### src/rtl/gdiv_multi.sv
// gdiv_multi: multi-channel unipolar stochastic divider.
// Each channel runs a saturating up/down counter in a feedback loop so that
// quotient tracks dividend/divisor. The optional sticky saturation flags
// (satHi/satLo) are built only when GDIV_SAT_FLAG_EN is defined.
module gdiv_multi #(
  parameter int unsigned CWIDTH = 5,
  parameter int unsigned NCH    = 4,
  parameter int unsigned INIT   = 1 << (CWIDTH - 1)
) (
  input  logic                    clk,
  input  logic                    rst_n,
  input  logic                    enable,
  input  logic                    clr,
  input  logic [NCH*CWIDTH-1:0]   randNum,
  input  logic [NCH-1:0]          dividend,
  input  logic [NCH-1:0]          divisor,
  output logic [NCH-1:0]          quotient
`ifdef GDIV_SAT_FLAG_EN
  ,
  output logic [NCH-1:0]          satHi,
  output logic [NCH-1:0]          satLo
`endif
);

  localparam logic [CWIDTH-1:0] L_INIT  = CWIDTH'(INIT);
  localparam logic [CWIDTH-1:0] L_FULL  = '1;
  localparam logic [CWIDTH-1:0] L_EMPTY = '0;

  genvar g;
  for (g = 0; g < NCH; g++) begin : g_ch
    logic [CWIDTH-1:0] r_cnt;
    logic [CWIDTH-1:0] w_rand;
    logic              w_inc;
    logic              w_dec;
    logic              w_up;
    logic              w_dn;

    assign w_rand      = randNum[g*CWIDTH +: CWIDTH];
    assign quotient[g] = (r_cnt >= w_rand);
    assign w_inc       = dividend[g];
    assign w_dec       = quotient[g] & divisor[g];
    assign w_up        = w_inc & ~w_dec & (r_cnt != L_FULL);
    assign w_dn        = ~w_inc & w_dec & (r_cnt != L_EMPTY);

    // Saturating counter: clear beats stall, inc/dec step by exactly one.
    always_ff @(posedge clk or negedge rst_n) begin
      if (!rst_n) begin
        r_cnt <= L_INIT;
      end else if (clr) begin
        r_cnt <= L_INIT;
      end else if (enable) begin
        if (w_up) begin
          r_cnt <= r_cnt + CWIDTH'(1);
        end else if (w_dn) begin
          r_cnt <= r_cnt - CWIDTH'(1);
        end
      end
    end

`ifdef GDIV_SAT_FLAG_EN
    logic r_sat_hi;
    logic r_sat_lo;
    logic w_hit_hi;
    logic w_hit_lo;

    assign w_hit_hi = w_inc & ~w_dec & (r_cnt == L_FULL);
    assign w_hit_lo = ~w_inc & w_dec & (r_cnt == L_EMPTY);

    // Sticky flags: set when a step is blocked by saturation, cleared by clr.
    always_ff @(posedge clk or negedge rst_n) begin
      if (!rst_n) begin
        r_sat_hi <= 1'b0;
        r_sat_lo <= 1'b0;
      end else if (clr) begin
        r_sat_hi <= 1'b0;
        r_sat_lo <= 1'b0;
      end else if (enable) begin
        if (w_hit_hi) r_sat_hi <= 1'b1;
        if (w_hit_lo) r_sat_lo <= 1'b1;
      end
    end

    assign satHi[g] = r_sat_hi;
    assign satLo[g] = r_sat_lo;
`endif
  end

endmodule

### config.mk
export PLATFORM = sky130hd
export DESIGN_NAME = gdiv_multi
export DESIGN_NICKNAME = d
export VERILOG_FILES = /design/src/rtl/gdiv_multi.sv
export SDC_FILE = /design/constraint.sdc
export NUM_CORES = 1
export LEC_CHECK = 0
export BUFFER_PORTS_ARGS = -buffer_cell sky130_fd_sc_hd__buf_4
export CORE_ASPECT_RATIO = 1.1
export CORE_MARGIN = 3
export CORE_UTILIZATION = 55
export CTS_CLUSTER_SIZE = 25
export DETAILED_ROUTE_END_ITERATION = 8
export GPL_TIMING_DRIVEN = 1
export PLACE_DENSITY = 0.87
export SKIP_CTS_REPAIR_TIMING = 1
export SLEW_MARGIN = 5
export SYNTH_ARGS = -nofsm -noshare
export SYNTH_HDL_FRONTEND = slang
export SYNTH_SLANG_ARGS = --single-unit
export TNS_END_PERCENT = 5
### constraint.sdc
create_clock -name clk -period 3.88 [get_ports clk]
set_input_delay 0.194 -clock clk [delete_from_list [all_inputs] [get_ports clk]]
set_output_delay 0.194 -clock clk [all_outputs]
set_load 0.01 [all_outputs]
# [After elaboration in Yosys (flattened, before gate mapping)]
# Cells that the tools add are included.
[totals] regBits=20 out_inout_bits=4 word_cells=77
[op_classes] add_sub_neg=8 n_lt_le_gt_ge=4 eq_ne=4 n_mux=16 bitwise_logic=28 reduce_logical=13
[op_table] op="$mux 5" n=16
[op_table] op="$add 5x1->5 const B" n=4
[op_table] op="$and 1x1->1" n=20
[op_table] op="$ge 5x5->1" n=4
[op_table] op="$ne 5x5->1 const B" n=4
[op_table] op="$reduce_bool 5->1" n=4
[op_table] op="$sub 5x1->5 const B" n=4
[op_table] op="$reduce_bool 3->1" n=4
[op_table] op="$not 1->1" n=8
[op_table] op="$reduce_and 2->1" n=4
[op_table] op="$reduce_bool 2->1" n=1

# [Depth between registers and ports, before layout]
# Gate-level depths: netlist (run 1).
[depth] depth_word=8 ltp_mapped=15 depth_no_buf=15

# [Worst setup path before layout (run 1)]
# OpenSTA, ideal clock, no wires.
[synth_path] path_kind="register to register" startpoint="register g_ch[2].r_cnt[0]" endpoint="register g_ch[2].r_cnt[4]" setup_ns=0.075 t_arrival_ns=2.710 path_slack_ns=1.095 stages_incl_launch_ff=16 cell_sequence="dfrtp_1 > inv_1 > ha_1 > nand2b_1 > a31oi_1 > o21a_2 > inv_2 > a21boi_2 > inv_2 > fa_1 > a21o_1 > a21oi_1 > nor2_1 > o211ai_1 > o21ai_0 > nor3_2"
[synth_between] elab_chain_len=8 elab_cells_between_ends=17 cone_classes="add/sub (2); order compare (1); eq/ne (1); mux (4); bitwise (6); reduce/logical (3)"
[synth_lines] element="from (decl)" line_no="31" rtl="logic [CWIDTH-1:0] r_cnt;"
[synth_lines] element="from (signal assigned)" line_no="53" rtl="r_cnt <= r_cnt + CWIDTH'(1);"
[synth_lines] element="from (signal assigned)" line_no="55" rtl="r_cnt <= r_cnt - CWIDTH'(1);"
[synth_lines] element="$ge 5x5->1 (*)" line_no="39" rtl="assign quotient[g] = (r_cnt >= w_rand);"
[synth_lines] element="named net quotient[2]" line_no="17" rtl="output logic [NCH-1:0] quotient"
[synth_lines] element="$and 1x1->1 (*)" line_no="41" rtl="assign w_dec = quotient[g] & divisor[g];"
[synth_lines] element="$not 1->1" line_no="42" rtl="assign w_up = w_inc & ~w_dec & (r_cnt != L_FULL);"
[synth_lines] element="$and 1x1->1 (2 in a row)" line_no="42"
[synth_lines] element="$mux 5" line_no="52" rtl="if (w_up) begin"
[synth_lines] element="$mux 5" line_no="51" rtl="end else if (enable) begin"
[synth_lines] element="$mux 5" line_no="49" rtl="end else if (clr) begin"
# Mark *: on every way through the listed nets, which the timed path passes. The rest lies on a longest branch. The select of a mux whose other input is x is not followed.
# A chain may end at the register's enable or synchronous reset.

# [Final worst setup path (run 1)]
[layout_path] startpoint="register g_ch[2].r_cnt[0]" endpoint="register g_ch[2].r_cnt[4]"
[layout_between] elab_chain_len=8 elab_cells_between_ends=17 cone_classes="add/sub (2); order compare (1); eq/ne (1); mux (4); bitwise (6); reduce/logical (3)"
[layout_lines] element="$ge 5x5->1" line_no="39"
[layout_lines] element="$and 1x1->1" line_no="41"
[layout_lines] element="$not 1->1" line_no="42"
[layout_lines] element="$and 1x1->1 (2 in a row)" line_no="42"
[layout_lines] element="$mux 5" line_no="52"
[layout_lines] element="$mux 5" line_no="51"
[layout_lines] element="$mux 5" line_no="49"
# Parallel ways exist; a longest one is shown, timed or not. The select of a mux whose other input is x is not followed.

==> flow_metrics.py, run 1 <==
metrics = {
    "grt": {
        "grt_antenna_before_repair": 0,
        "grt_max_degree": 36,
        "gr-usage-all-layers_pct": 21.4,
        "grt_overflow": 0,
        "grt_pass1_vias": 2318,
        "grt_pass1_wl_mm": 9.94,
    },
    "pwr": {
        "finalPower_w": 0.00159,
        "peakVddDrop_mv": 0.423,
        "cellLeakagePower_nw": 1.43,
        "power_density_mw_per_mm2": 552,
    },
    "floorplan": {
        "num_rows": 25,
        "dieArea_mm2": 0.00540,
        "start_util_pct": 57.6,
        "die_x_um": 70.3,
        "coreArea_mm2": 0.00435,
        "num_io_pins": 36,
        "die_height_um": 76.8,
    },
    "drt": {
        "dr.pass1.iters": 4,
        "finalWirelength_mm": 5.51,
        "drt_iter0_markers": 163,
        "via_count": 2266,
        "drc_errors": 0,
        "ant_nets": 0,
        "via_per_inst": 6.04,
        "route.detailed.wl_per_inst_um": 14.7,
    },
    "logic_synthesis": {
        "synth_cell_types": 41,
        "avgSynthCellArea_um2": 8.67,
        "synth_nets": 361,
        "synth_area_leader_cell": "ha_1",
        "syn_area_mm2": 0.00250,
        "yosysSeqAreaShare_pct": 20.2,
        "yosys.area.top_type_share_pct": 18.0,
        "synth-seq-cells": 20,
        "ys_warn_count": 0,
        "synthCells": 289,
        "synth.area.top_cells": "ha_1, dfrtp_1, inv_1",
    },
    "clocking": {
        "root_buffer": "clkbuf_8",
        "tritoncts": "done",
        "path_clk_slew_ns": 0.09,
        "cts.sinks": 20,
        "cts_max_path_buffers": 2,
        "cts_buffers": 3,
        "htreeDepth": 1,
        "clock_latency_ns": 0.27,
    },
    "finish": {
        "num-nets-final": 394,
        "areaGrowthSynthToFinish_pct": 15.2,
        "layout_common_cells": "ha_1, buf_4, inv_1",
        "largest_reg_flops": 20,
        "regMostFlops": "g_ch.r_cnt",
        "antenna_cells": 0,
        "drive_gt1_share_pct": 23.4,
        "layout_commonest_cell": "ha_1",
        "top_regs": "g_ch.r_cnt: 20 flops",
    },
    "timing": {
        "fin_skew_ns": 0.0108,
        "tightest_slew_ns": 0.476,
        "finalSetupViolCount": 0,
        "tns_ns": 0,
        "finalHoldViolations": 0,
        "relSlewSlack_pct": 68.3,
        "min_period_ns": 3.15,
        "slew_viol_final": 0,
        "period_share_pct": 81.2,
        "rsz0062_at_grt": "false",
        "fmax_mhz": 317,
    },
    "placed_design": {
        "dpl.hpwl_mm": 4.07,
        "io_buffers": 35,
        "place_congestion": 0.856,
    },
    "worst_setup_path": {
        "start_kind": "flip-flop",
        "critPathKind": "reg2reg",
        "cp.required_ns": 4.08,
        "critPathMaxFanout": 11,
        "crit_arrival_ns": 3.35,
        "endpoint_kind": "flip-flop",
    },
    "outcome": {
        "status": "finished clean",
    },
    "run": {
        "maxCapViolations": 0,
    },
    "min_path": {
        "min-delay-path-class": "in2reg",
    },
}
[power by group]
part	switching (W)	internal [W]	total [W]
Combinational	0.000491	0.000448	0.000939
Sequential	0.000142	0.000295	0.000437
Clock	0.0000786	0.000138	0.000217
Total	0.000711	0.000882	0.00159
[area by class of cell]
class	count	area [um2]
Clock buffer	3	41.3
Clock inverter	1	30.0
Fill cell	356	1460
Inverter	38	143
Multi-Input combinational cell	223	1830
Sequential cell	20	505
Tap cell	54	67.6
Timing Repair Buffer	36	273
[worst max-delay path, cell delays in order (launching register included)]
cell and delay (ns):
dfrtp_1 0.48, inv_1 0.09, ha_1 0.26, nand2b_1 0.13, a31oi_1 0.18, o21a_2 0.20, inv_2 0.06, a21boi_2 0.18
inv_2 0.13, fa_1 0.42, a21o_1 0.21, a21oi_1 0.23, nor2_1 0.08, o211ai_1 0.11, o21ai_0 0.13, nor3_2 0.19
[per-stage QoR]
step,hold WS (ns),worst slack (ns),std cells,utilization [%],instance area [um2]
after floorplan,-0.102,1.10,289,-,2500
after global placement,0.0926,0.834,370,64.5,2800
after detailed placement,0.0936,0.763,370,64.5,2800
after CTS,-0.199,0.740,374,66.1,2880
after global routing,0.352,0.458,375,66.4,2890
final,0.325,0.728,375,66.4,2890
[cells by family after synthesis]
logic type	count (synthesis)	synth area share (%)
AND/OR/NAND/NOR	91	20.7
AO/OA/AOI/OAI	84	28.2
buffers and inverters	46	6.94
adder cells (fa/ha/maj)	40	21.2
flip-flops	20	20.2
XOR/XNOR	8	2.80
[cells in the mapped netlist (all sizes together)]
master / number
a22o: 2
nor2: 13
nor4: 8
or3b: 8
o31a: 2
ha: 36
fa: 4
or3: 2
a311o: 4
a21boi: 4
nand2: 16
inv: 38
a21o: 14
o211ai: 10
xor2: 2
nor2b: 1
dfrtp: 16
a21oi: 18
o32ai: 2
and2: 4
clkbuf: 7
buf: 1
o21a: 6
o2111a: 4
nor3: 8
nand2b: 5
nand3b: 8
dfstp: 4
a32o: 2
a31oi: 8
nand4: 2
nand3: 16
xnor2: 6
o311ai: 4
o21ai: 4
[routing by layer]
layer / track usage, % / up-vias / part of all wire (%)
met5: 0 / - / 0
met4: 4.98 / 0 / 1.2
met3: 3.28 / 6 / 4.3
met2: 39.9 / 60 / 53
met1: 25.4 / 1068 / 42
li1: - / 1132 / -
[path summary, 6_finish.rpt]
check,depth (start not counted),slack (ns),endpoint,startpoint
hold / removal,3,0.32,g_ch[2].r_cnt[0],enable
max in group asynchronous,2,3.26,g_ch[0].r_cnt[4],rst_n
setup reg to reg,15,0.73,g_ch[2].r_cnt[4],g_ch[2].r_cnt[0]
setup / recovery,15,0.73,g_ch[2].r_cnt[4],g_ch[2].r_cnt[0]
hold reg to reg,1,0.63,g_ch[1].r_cnt[3],g_ch[1].r_cnt[3]
min in group asynchronous,2,0.33,g_ch[3].r_cnt[1],rst_n
No activity file was read; power rests on OpenSTA's default activity.
==> run 2: changes to the inputs <==
Clock period 3.88 ns to 2.9 ns, I/O delays scaled along.
==> run 2 against run 1 <==
  * Via count increased by 4.2%
  * Maximum frequency grew 12%
  * Setup slack worse by 0.65 ns
  * Critical endpoint is now g_ch[0].r_cnt[4]
  * Largest cell class unchanged
  * Highest routed layer unchanged
==> flow_metrics.py, run 2 (synthesis results as in run 1) <==
metrics = {
    "timing": {
        "tightest_slew_ns": 0.471,
        "fin_skew_ns": 0.00331,
        "slew_viol_final": 0,
        "min_period_ns": 2.82,
        "holdWs_ns": 0.251,
        "fmax_mhz": 355,
        "rsz0062_at_grt": "true",
        "relSlewSlack_pct": 68.6,
        "period_share_pct": 97.2,
        "finalHoldViolations": 0,
        "finalSetupViolCount": 0,
        "fin_ws_ns": 0.0818,
    },
    "finish": {
        "regMostFlops": "g_ch.r_cnt",
        "num-nets-final": 416,
        "layout_commonest_cell": "buf_4",
        "top_regs": "g_ch.r_cnt: 20 flops",
        "largest_reg_flops": 20,
        "areaGrowthSynthToFinish_pct": 24.9,
        "drive_gt1_share_pct": 31.8,
        "finalInstanceArea_mm2": 0.00313,
        "layout_common_cells": "buf_4, ha_1, inv_1",
        "fill_cells": 315,
        "antenna_cells": 0,
    },
    "grt": {
        "grt_max_degree": 36,
        "gr-usage-all-layers_pct": 22.0,
        "grt_pass1_vias": 2401,
        "grt.met3_usage_pct": 1.97,
        "grt_overflow": 0,
        "grt_use_met1_pct": 26.7,
        "grt_pass1_wl_mm": 10.1,
        "met2_usage_pct": 40.6,
        "grt_antenna_before_repair": 0,
        "grt-busiest-layer": "met2",
    },
    "drt": {
        "via_count": 2362,
        "drc_errors": 0,
        "ant_nets": 0,
        "dr.pass1.iters": 4,
        "via_per_inst": 5.95,
        "finalWirelength_mm": 6.08,
        "route.detailed.wl_per_inst_um": 15.3,
        "drt_iter0_markers": 183,
    },
    "worst_setup_path": {
        "start_kind": "flip-flop",
        "cp_top_family": "compound AO/OA/AOI/OAI gates",
        "max_stage_delay_ns": 0.39,
        "cp_cell_sequence": "ha_1 -> a21o_1 -> a31oi_2 -> o21a_2 -> inv_2 -> a21boi_2 -> inv_2 -> fa_2 -> a21o_1 -> a21o_1 -> nor4_1 -> nor3_2",
        "cp_num_buf_inv": 2,
        "critPathMaxFanout": 6,
        "cp.required_ns": 3.10,
        "cp_slowest_cell": "dfrtp_1",
        "crit_arrival_ns": 3.02,
        "endpoint_kind": "flip-flop",
        "critPathKind": "reg2reg",
        "cpMostUsedCell": "a21o_1",
    },
    "clocking": {
        "clock_latency_ns": 0.27,
        "cts.sinks": 20,
        "cts_buffers": 3,
        "tritoncts": "done",
        "path_clk_slew_ns": 0.09,
        "htreeDepth": 1,
        "root_buffer": "clkbuf_8",
        "cts_max_path_buffers": 2,
    },
    "placed_design": {
        "dpl.hpwl_mm": 4.48,
        "placed_area_mm2": 0.00293,
        "place_congestion": 0.844,
        "io_buffers": 35,
        "pre_cts_slack_ns": -0.0808,
    },
    "floorplan": {
        "die_x_um": 70.3,
        "die_height_um": 76.8,
        "num_io_pins": 36,
        "coreArea_mm2": 0.00435,
        "num_rows": 25,
        "dieArea_mm2": 0.00540,
        "start_util_pct": 57.6,
    },
    "pwr": {
        "power_density_mw_per_mm2": 760,
        "peakVddDrop_mv": 0.481,
        "cellLeakagePower_nw": 1.55,
    },
    "min_path": {
        "min-delay-path-class": "in2reg",
    },
    "outcome": {
        "status": "finished clean",
    },
    "run": {
        "maxCapViolations": 0,
    },
}
-- run 2: changes by cell type in the layout (fill, tap and decap cells not counted), moves of 4 or more --
cell,before,now
fa_1,4,0
buf_4,35,57
fa_2,0,4
a21oi_1,18,14
a21oi_2,0,4
-- run 2: worst paths after layout --
kind	slack, ns	depth (start not counted)	startpoint	end
setup / recovery	0.08	12	g_ch[0].r_cnt[2]	g_ch[0].r_cnt[4]
setup reg to reg	0.08	12	g_ch[0].r_cnt[2]	g_ch[0].r_cnt[4]
max in group asynchronous	2.33	2	rst_n	g_ch[2].r_cnt[4]
hold reg to reg	0.62	1	g_ch[0].r_cnt[3]	g_ch[0].r_cnt[3]
min in group asynchronous	0.29	2	rst_n	g_ch[3].r_cnt[1]
hold / removal	0.25	4	divisor[1]	g_ch[1].r_cnt[4]
-- run 2: layout make-up --
type                            count  area, um2  share of cell area, %
Sequential cell                    20        505                   16.2
Multi-Input combinational cell    223       1900                   60.8
Clock buffer                        3       41.3                   1.32
Timing Repair Buffer               58        438                   14.0
Tap cell                           54       67.6                   2.16
Inverter                           38        143                   4.56
Clock inverter                      1       30.0                  0.960
-- run 2: per-layer routing --
| metal | up-vias | routed length, um |
|---|---|---|
| met4 | 0 | 114 |
| met5 | - | 0 |
| met2 | 38 | 3250 |
| li1 | 1176 | - |
| met3 | 12 | 137 |
| met1 | 1136 | 2580 |
-- run 2: worst reg2reg max path, delay by kind of cell, from the launching register on --
family          cells  cell delay (ns)
compound gates      6             1.11
fa+ha+maj           2             0.69
simple gates        2             0.40
flops               1             0.39
buf+inv             2             0.16
-- run 2: through the flow --
step / TNS [ns] / total power [W] / instances / util (%)
CTS: -0.179 / 0.00225 / 391 / 69.1
floorplan: 0 / 0.00152 / 289 / -
global route: -0.150 / 0.00259 / 397 / 71.9
detailed placement: -0.0928 / 0.00195 / 387 / 67.4
finish: 0 / 0.00238 / 397 / 71.9
global placement: 0 / 0.00187 / 387 / 67.4
-- run 2: power by group --
group | internal, W | switching, W | total [W]
combinational | 0.000756 | 0.000828 | 0.00158
clock | 0.000185 | 0.000112 | 0.000297
sequential | 0.000395 | 0.000102 | 0.000497
